## src/rtl/cfu_pkg.sv

```systemverilog
`default_nettype none
// ============================================================================
// Module   : cfu_pkg
// Purpose  : Shared definitions for the popcount CFU: function-id codes, the
//            S1 request record and a count zero-extension helper.
// Revision : 1.0 - initial release
// ============================================================================
package cfu_pkg;

    // Record field widths; these track the default CFU parameter values.
    localparam int CFU_FUNC_W = 5;
    localparam int CFU_ID_W   = 4;
    localparam int CFU_DATA_W = 32;

    // Function-id codes.
    localparam logic [CFU_FUNC_W-1:0] FUNC_POPCOUNT     = 5'd0;
    localparam logic [CFU_FUNC_W-1:0] FUNC_POPCOUNT_AND = 5'd1;
    localparam logic [CFU_FUNC_W-1:0] FUNC_ACCUM        = 5'd2;
    localparam logic [CFU_FUNC_W-1:0] FUNC_ACCUM_CLR    = 5'd3;

    // Request as captured in the first pipeline stage.
    typedef struct packed {
        logic [CFU_ID_W-1:0]   id;
        logic [CFU_FUNC_W-1:0] func;
        logic [CFU_DATA_W-1:0] data0;
        logic [CFU_DATA_W-1:0] data1;
    } s1_req_t;

    // Widen a 0..32 bit count to a full data word.
    function automatic logic [CFU_DATA_W-1:0] zext_count(input logic [5:0] cnt);
        return {{(CFU_DATA_W-6){1'b0}}, cnt};
    endfunction

endpackage
`default_nettype wire

```

## src/rtl/Popcount32.sv

```systemverilog
`default_nettype none
// ============================================================================
// Module   : Popcount32
// Purpose  : Purely combinational count of set bits in a 32-bit word.
// Revision : 1.0 - initial release
// ============================================================================
module Popcount32 (
    input  logic [31:0] data,
    output logic [5:0]  count
);

    // Sum the individual bits; synthesis folds this into an adder tree.
    always_comb begin
        count = 6'd0;
        for (int i = 0; i < 32; i++) begin
            count = count + {5'd0, data[i]};
        end
    end

endmodule
`default_nettype wire

```

## src/rtl/popcount_cfu_li2.sv

```systemverilog
`default_nettype none
// ============================================================================
// Module   : popcount_cfu_li2
// Purpose  : Two-stage valid/ready custom function unit returning popcount
//            results. S1 holds the accepted request, S2 holds the response.
//            Optional accumulator (funcs 2/3) is built only when the macro
//            POPCOUNT_CFU_ACCUM_EN is defined.
// Revision : 1.0 - initial release
// ============================================================================
module popcount_cfu_li2
    import cfu_pkg::*;
#(
    parameter int CFU_FUNC_ID_W   = 5,
    parameter int CFU_REQ_DATA_W  = 32,
    parameter int CFU_RESP_DATA_W = 32,
    parameter int CFU_REQ_ID_W    = 4
) (
    input  logic                       clk,
    input  logic                       rst,
    input  logic                       req_valid,
    output logic                       req_ready,
    input  logic [CFU_REQ_ID_W-1:0]    req_id,
    input  logic [CFU_FUNC_ID_W-1:0]   req_func_id,
    input  logic [CFU_REQ_DATA_W-1:0]  req_data0,
    input  logic [CFU_REQ_DATA_W-1:0]  req_data1,
    output logic                       resp_valid,
    input  logic                       resp_ready,
    output logic [CFU_REQ_ID_W-1:0]    resp_id,
    output logic [CFU_RESP_DATA_W-1:0] resp_data,
    output logic                       resp_err
);

    logic                       r_s1_valid;
    s1_req_t                    r_s1;
    logic                       r_s2_valid;
    logic [CFU_REQ_ID_W-1:0]    r_resp_id;
    logic [CFU_RESP_DATA_W-1:0] r_resp_data;
    logic                       r_resp_err;

    logic                       w_s1_adv;
    logic [31:0]                w_pop_operand;
    logic [5:0]                 w_pop_count;
    logic [31:0]                w_result;
    logic                       w_err;

    // S1 moves on when S2 is free or is being drained in the same cycle;
    // the ready path is therefore combinational from resp_ready.
    assign w_s1_adv  = r_s1_valid && (!r_s2_valid || resp_ready);
    assign req_ready = !r_s1_valid || w_s1_adv;

    // The counter only ever sees registered operands.
    assign w_pop_operand = (r_s1.func == FUNC_POPCOUNT_AND) ? (r_s1.data0 & r_s1.data1)
                                                            : r_s1.data0;

    Popcount32 u_popcount32 (
        .data  (w_pop_operand),
        .count (w_pop_count)
    );

`ifdef POPCOUNT_CFU_ACCUM_EN
    logic [31:0] r_acc;
    logic [31:0] w_acc_sum;

    assign w_acc_sum = r_acc + zext_count(w_pop_count);

    // Accumulator commits only as its request leaves S1, keeping program order.
    always_ff @(posedge clk or posedge rst) begin
        if (rst) begin
            r_acc <= 32'd0;
        end else if (w_s1_adv) begin
            if (r_s1.func == FUNC_ACCUM) begin
                r_acc <= w_acc_sum;
            end else if (r_s1.func == FUNC_ACCUM_CLR) begin
                r_acc <= 32'd0;
            end
        end
    end
`endif

    // Decode the S1 function into the response word and error flag.
    always_comb begin
        w_result = 32'd0;
        w_err    = 1'b0;
        case (r_s1.func)
            FUNC_POPCOUNT,
            FUNC_POPCOUNT_AND: w_result = zext_count(w_pop_count);
`ifdef POPCOUNT_CFU_ACCUM_EN
            FUNC_ACCUM:        w_result = w_acc_sum;
            FUNC_ACCUM_CLR:    w_result = r_acc;
`endif
            default:           w_err    = 1'b1;
        endcase
    end

    // S1: capture a request whenever the stage can take one.
    always_ff @(posedge clk or posedge rst) begin
        if (rst) begin
            r_s1_valid <= 1'b0;
            r_s1       <= '0;
        end else if (req_ready) begin
            r_s1_valid <= req_valid;
            if (req_valid) begin
                r_s1 <= '{id: req_id, func: req_func_id, data0: req_data0, data1: req_data1};
            end
        end
    end

    // S2: load from S1 on advance, empty on drain, otherwise hold outputs.
    always_ff @(posedge clk or posedge rst) begin
        if (rst) begin
            r_s2_valid  <= 1'b0;
            r_resp_id   <= '0;
            r_resp_data <= '0;
            r_resp_err  <= 1'b0;
        end else if (w_s1_adv) begin
            r_s2_valid  <= 1'b1;
            r_resp_id   <= r_s1.id;
            r_resp_data <= CFU_RESP_DATA_W'(w_result);
            r_resp_err  <= w_err;
        end else if (resp_ready) begin
            r_s2_valid  <= 1'b0;
        end
    end

    assign resp_valid = r_s2_valid;
    assign resp_id    = r_resp_id;
    assign resp_data  = r_resp_data;
    assign resp_err   = r_resp_err;

endmodule
`default_nettype wire

```

## config.mk

```make
export PLATFORM = sky130hd
export DESIGN_NAME = popcount_cfu_li2
export DESIGN_NICKNAME = d
export VERILOG_FILES = /design/src/rtl/cfu_pkg.sv /design/src/rtl/Popcount32.sv /design/src/rtl/popcount_cfu_li2.sv
export SDC_FILE = /design/constraint.sdc
export NUM_CORES = 1
export LEC_CHECK = 0
export CORE_MARGIN = 10
export CORE_UTILIZATION = 53
export CTS_CLUSTER_DIAMETER = 50
export DETAILED_ROUTE_END_ITERATION = 10
export PLACE_DENSITY = 0.95
export SYNTH_ARGS = -nofsm -noshare
export SYNTH_HDL_FRONTEND = slang
export SYNTH_SLANG_ARGS = --single-unit
```

## constraint.sdc

```tcl
create_clock -name clk -period 9.25 [get_ports clk]
set_clock_uncertainty 0.2 [all_clocks]
set_input_delay 0.925 -clock clk [delete_from_list [all_inputs] [get_ports clk]]
set_output_delay 0.925 -clock clk [all_outputs]
set_load 0.01 [all_outputs]
```

# Yosys cells after proc, flatten, opt, wreduce, memory -nomap -nowiden

Cells that the tools add are included.

Memory bits (read-only): 0
Register bits after elaboration: 112
Bits in writable memories: 0
Bits of input ports: 77
Output and inout bits: 39
Memories kept: 0
Latch bits: 0

Muxes and demuxes: 5
Reduce and logical (&&, ||, !) cells: 9
Add/sub/neg operators: 31
$lt $le $gt $ge: 0
Equality and inequality tests: 1
Shift operators: 0
Div/mod/pow operators: 0
Bitwise gates (word level): 1
$mul: 0

Operator list:

| kind                 | number |
|---|---|
| $add A6 B1 Y6        | 30 |
| $and A32 B32 Y32     | 1 |
| $mux W32             | 1 |
| $mux W6              | 1 |
| $eq A5 B1 Y1 const B | 1 |
| $logic_not A5 Y1     | 1 |
| $mux W1              | 3 |
| $add A1 B1 Y2        | 1 |
| $logic_not A1 Y1     | 2 |
| $logic_or A1 B1 Y1   | 2 |
| $reduce_and A2 Y1    | 1 |
| $reduce_bool A2 Y1   | 1 |
| $reduce_or A2 Y1     | 1 |
| $logic_and A1 B1 Y1  | 1 |

# Logic depth before layout (Yosys ltp)

Depth in word-level cells: 34
Mapped depth: 18
Mapped depth without buffers: 17

# Cells and area by module

From an unflattened synthesis, not the netlist that was laid out.

Cell total of the unflattened synthesis: 332
Area total of the unflattened synthesis: 4,486.8 µm²

Modules (own cells, without submodules):

| module           | area each (µm²) | instances | cells an instance |
|---|---|---|---|
| popcount_cfu_li2 | 3,728.6         | 1         | 259 |
| Popcount32       | 758.2           | 1         | 73 |

# Worst setup path before layout

Ideal clock, no wire load.

Path type: flip-flop to flip-flop
Start point: reg r_s1[65] (netlist name)
End point: reg r_resp_data[4], in the netlist resp_data[4]
Buffers on the path: 1
Path slack: 2,963 ps
Stages on the path, launching flop included: 19
Library setup time: 95 ps
Arrival time: 5,991 ps
Clock period less this slack: 6,287 ps
Path through: dfrtp_1 nor4_4 nand2_2 buf_2 o21a_1 ha_1 fa_1 fa_1 fa_1 fa_1 inv_1 fa_1 fa_1 fa_1 fa_1 nand2b_1 a21oi_1 xnor2_1 o31ai_1

Word-level cells in the longest chain between the ends: 34

Ends and longest elaborated chain:

| item                         | RTL line                                       | text |
|---|---|---|
| from (decl)                  | popcount_cfu_li2.sv:34                         | `s1_req_t r_s1;` |
| from (signal assigned)       | popcount_cfu_li2.sv:103                        | `r_s1 <= '{id: req_id, func: req_func_id, data0: req_data0, data1: req_data1};` |
| $eq A5 B1 Y1                 | popcount_cfu_li2.sv:52, popcount_cfu_li2.sv:84 |  |
| $mux W32                     | popcount_cfu_li2.sv:52                         | `assign w_pop_operand = (r_s1.func == FUNC_POPCOUNT_AND) ? (r_s1.data0 & r_s1.data1)` |
| $add A1 B1 Y2                | Popcount32.sv:16                               | `count = count + {5'd0, data[i]};` |
| $add A6 B1 Y6 (30 in series) | Popcount32.sv:16                               |  |
| $mux W6 *                    | popcount_cfu_li2.sv:84                         | `case (r_s1.func)` |
| to (signal assigned)         | popcount_cfu_li2.sv:118                        | `r_resp_data <= CFU_RESP_DATA_W'(w_result);` |
| to (decl)                    | popcount_cfu_li2.sv:37                         | `logic [CFU_RESP_DATA_W-1:0] r_resp_data;` |

Every way passes the cells marked *; elsewhere a longest branch is shown, timed or not.
A chain may end at the register's enable or synchronous reset.

# Worst setup path in the final report

Same ends and word-level chain as after synthesis.

==> run summary <==
Critical path start-end classification: reg -> reg. The total overflow left after global routing is 0. Signal routing reaches up to met4. Summed over all layers, the routed wires come to 8709 um. The post-cts hold buffer count is 0, and the number of DRC markers after the initial detailed-route iteration is 87. The worst slew margin relative to its limit was 0.2937; the fraction of registers with async set/reset was 1.000. The overall power of the completed layout came out at 2.110 mW. The largest delay contributor family on the critical path is adder cells. The tools report the clock buffer count from CTS as 9. The largest fanout of any net on the critical path is 32.

Number of antenna violations at the first check in global routing: 0. The routed wirelength normalized by instance count works out to 16.72 um. Counting flops and latches in the post-synthesis netlist gives 86. The placeable core region was 8093 sq um; the final setup violation count was 0.

sky130_fd_sc_hd__dfrtp_1 takes more of the synthesized area than any other cell. The reported leakage power is 2.329 nW, and the unique cell type count in the Yosys netlist is 25. Via count of the first global-routing pass: 2,918. Cell internal power was estimated by the tool at 1.217 mW. For this run, the top clock speed supported by timing is 146.0 MHz. TritonCTS built the clock tree.

The tools report the endpoint of the worst-slack reg-to-reg timing path as resp_data[4]. The clock tree buffer depth came out at 2. The effective utilization at floorplan was 0.5383; the count of buffer and inverter cells on the critical path was 1. The detail route stage leaves a number of antenna-violating nets equal to 0. The die is 110.7 um wide. For the global router's overall resource usage, the log shows 0.1431. For the overall via count from detail_route, the log shows 2,587.

The flow ran to the end, and the final reports show no timing, DRC or antenna violations. Measured in cells, the most critical reg-to-reg path has a length of 17. The switching power share of the total works out to 0.4231.

At the pin with the least slew margin, the transition time is 1.059 ns. The number of setup buffers added after CTS is 0. Clock group share of total power: 0.137. The cell with the largest stage delay on the worst path is sky130_fd_sc_hd__fa_1. The share of power burned in registers is 0.220. The logs give 323 for the gate count of the mapped netlist and 0 ns for the final sum of negative setup slack. For this design the top-level I/O count stands at 116. For this run, the slowest stage of the critical path takes 0.54 ns.

The combinational share of power was 0.644; the number of filler instances in the final layout was 582. Summing all flip-flop and latch instances after layout gives 2152 sq um. In the routed layout, each cell is associated on average with a via count of 4.965. STA puts the critical path data arrival time at 6.90 ns. The cell sitting at the root of the clock tree is a sky130_fd_sc_hd__clkbuf_8. The antenna diode count was 0. In this run the number of H-tree levels came out at 3.

The area used by multi-input combinational logic came out at 1957 sq um. The run gives 0 as the count of unresolved DRC violations after routing. For the source-to-sink clock delay at the later pin of the worst-skew pair, the log shows 0.35 ns. The signal on the critical path passes through nor4_4, nand2_2, o21a_1, ha_1, fa_1, fa_1, fa_1, fa_1, inv_1, fa_1, fa_1, fa_1, fa_1, nand2b_1, a21oi_1, xnor2_1, o31ai_1. The cell with the most instances on the worst path is sky130_fd_sc_hd__fa_1. Counting instances, the worst hold path has a depth of 2.

The detailed placer's ending HPWL is 6670 um. Register-to-register setup slack: 2.40 ns. The logs give 87 for the maximum number of pins on one net before global-route repair and 0 for the final hold violation count. The floorplan has 33 rows.

Setup repair after global routing left no endpoint under its margin. The worst hold path belongs to the class reg -> reg. Sequential-to-total area share from yosys stat: 0.4940. Relative to the synthesized area, the layout overhead comes to 24.64%. The number of synthesized flops with an enable pin came out at 0. The worst setup path is captured at a flip-flop. The net load switching power was 892.9 uW. The post-cts repair resize count came out at 0. After detailed routing, the met2 layer carries 4216 um of wire.

The max-slew violation total from the final report is 0. Power density over the cells: 388.6 nW/um^2. The tools report the Yosys warning count as 0. The weighted congestion at the end of routability-driven global placement was 0.7801; the final critical delay including setup and external delays was 6.847 ns. The tree built by TritonCTS fans out to 86 sinks. The worst setup path is launched from a flip-flop. Across the VDD grid, the largest voltage drop is 0.3006 mV.

The die covers 12,250 sq um. The number of iterations in the first detailed-routing pass is 4. In this run the critical register-to-register path is launched from r_s1[65]. The clock input transition at the sequential cells of the worst setup and hold paths was 0.08 ns; the y dimension of the die was 110.7 um. The fraction of final layout cells sized beyond drive strength 1 was 0.2212. For the amount of wire on met3 after detailed routing, the log shows 565 um. The number of port buffers came out at 89. The path with the worst hold slack has its endpoint at resp_data[3].

After synthesis the cells add up to 4357 sq um. A synthesized cell averages 13.49 sq um. Across the run, the number of max-cap violations was 0. Ranked by total cell area, the synthesized netlist is headed by sky130_fd_sc_hd__dfrtp_1 (49%), sky130_fd_sc_hd__mux2_2 (18%), sky130_fd_sc_hd__fa_1 (11%). Among all flip-flop cells after synthesis, the most frequent one is sky130_fd_sc_hd__dfrtp_1. The startpoint of the most critical hold path is resp_data[3].

The area share of the largest cell type after synthesis came out at 0.4940. The ratio of final minimum period to clock period is 0.7403. The required time reported for the critical path endpoint was 9.31 ns.

The first global-routing pass estimated 14,430 um of wire. By instance count, the leading cell after synthesis is sky130_fd_sc_hd__dfrtp_1. The commonest cells after synthesis are sky130_fd_sc_hd__dfrtp_1 (86), sky130_fd_sc_hd__mux2_2 (70), sky130_fd_sc_hd__buf_4 (33), sky130_fd_sc_hd__fa_1 (24), sky130_fd_sc_hd__o21ai_1 (23). The final net count was 520. For this block, wires on met1 add up to 3821 um.
==> flip-flops by register name (all words and copies together), names as in the netlist <==
register / flops
r_s1: 73
r_s1_valid: 1
resp_data: 6
resp_err: 1
resp_id: 4
resp_valid: 1
==> per-layer routing <==
| layer | vias to the layer above | global-route usage |
|---|---|---|
| li1 | 1213 | - |
| met2 | 79 | 0.2296 |
| met1 | 1285 | 0.1774 |
| met3 | 10 | 0.04816 |
| met5 | - | 0 |
| met4 | 0 | 0.04688 |
==> logic make-up (layout without fill, tap and decap cells) <==
| family | Yosys count | in the layout | share of synthesized area |
|---|---|---|---|
| buffers and inverters | 58 | 126 | 0.07955 |
| and+or+nand+nor | 23 | 23 | 0.03131 |
| adders and majority gates | 32 | 32 | 0.1333 |
| DFF | 86 | 86 | 0.4940 |
| other | 1 | 26 | 0.0008607 |
| xor gates and xnor gates | 2 | 2 | 0.004021 |
| AOI/OAI and AO/OA | 44 | 44 | 0.05801 |
| muxes | 77 | 77 | 0.1990 |
==> tightest hold or removal path, cell delays in order (launching register included) <==
cell and delay (ns):
sky130_fd_sc_hd__dfrtp_1 0.35, sky130_fd_sc_hd__nand2_1 0.05, sky130_fd_sc_hd__o31ai_1 0.06
==> stage by stage <==
| stage | cell area, sq um | utilization | hold slack [ns] | worst slack (ns) | instances |
|---|---|---|---|---|---|
| after floorplan | 4451 | - | 0.2602 | 2.963 | 348 |
| final | 5430 | 0.6710 | 0.2882 | 2.403 | 521 |
| after CTS | 5430 | 0.6710 | 0.2908 | 2.315 | 521 |
| after global routing | 5430 | 0.6710 | 0.3137 | 1.978 | 521 |
| after global placement | 5215 | 0.6444 | 0.2689 | 2.530 | 505 |
| after detailed placement | 5215 | 0.6444 | 0.2728 | 2.341 | 505 |
==> how the worst max path moves through the flow <==
stage               startpoint  cells after the start            to  slack (ns)
floorplan             r_s1[65]                     18  resp_data[4]        2.96
global placement      r_s1[65]                     17  resp_data[4]        2.53
detailed placement    r_s1[65]                     17  resp_data[4]        2.34
CTS                   r_s1[65]                     17  resp_data[4]        2.32
global route          r_s1[65]                     17  resp_data[4]        1.98
finish                r_s1[65]                     17  resp_data[4]        2.40
==> layout make-up <==
type,instances,share of cell area
multi-input cells,204,0.3604
flip-flops and latches,86,0.3963
clock buffers,12,0.02673
clock inverters,4,0.01290
well taps,105,0.02419
inverters,20,0.01406
repair buffers,90,0.1654
==> cell usage in the layout, fill, tap and decap left out, drive strengths merged, types with 2 or more instances in the layout <==
cell,instances
conb,26
o31ai,2
nor2,5
o21ai,28
o21a,10
bufinv,2
nand2b,5
ha,8
clkinv,3
fa,24
dfrtp,86
clkdlybuf4s50,89
clkbuf,12
a21oi,3
mux2,77
inv,19
nand2,10
==> power by group through the flow <==
stage / Combinational (mW) / Sequential (mW) / Clock, mW
after global placement: 1.30 / 0.467 / 0
after global routing: 1.58 / 0.470 / 0.309
after floorplan: 1.09 / 0.466 / 0
after detailed placement: 1.35 / 0.471 / 0
final: 1.36 / 0.463 / 0.289
after CTS: 1.37 / 0.464 / 0.293
Power figures use the tool's default switching activity.
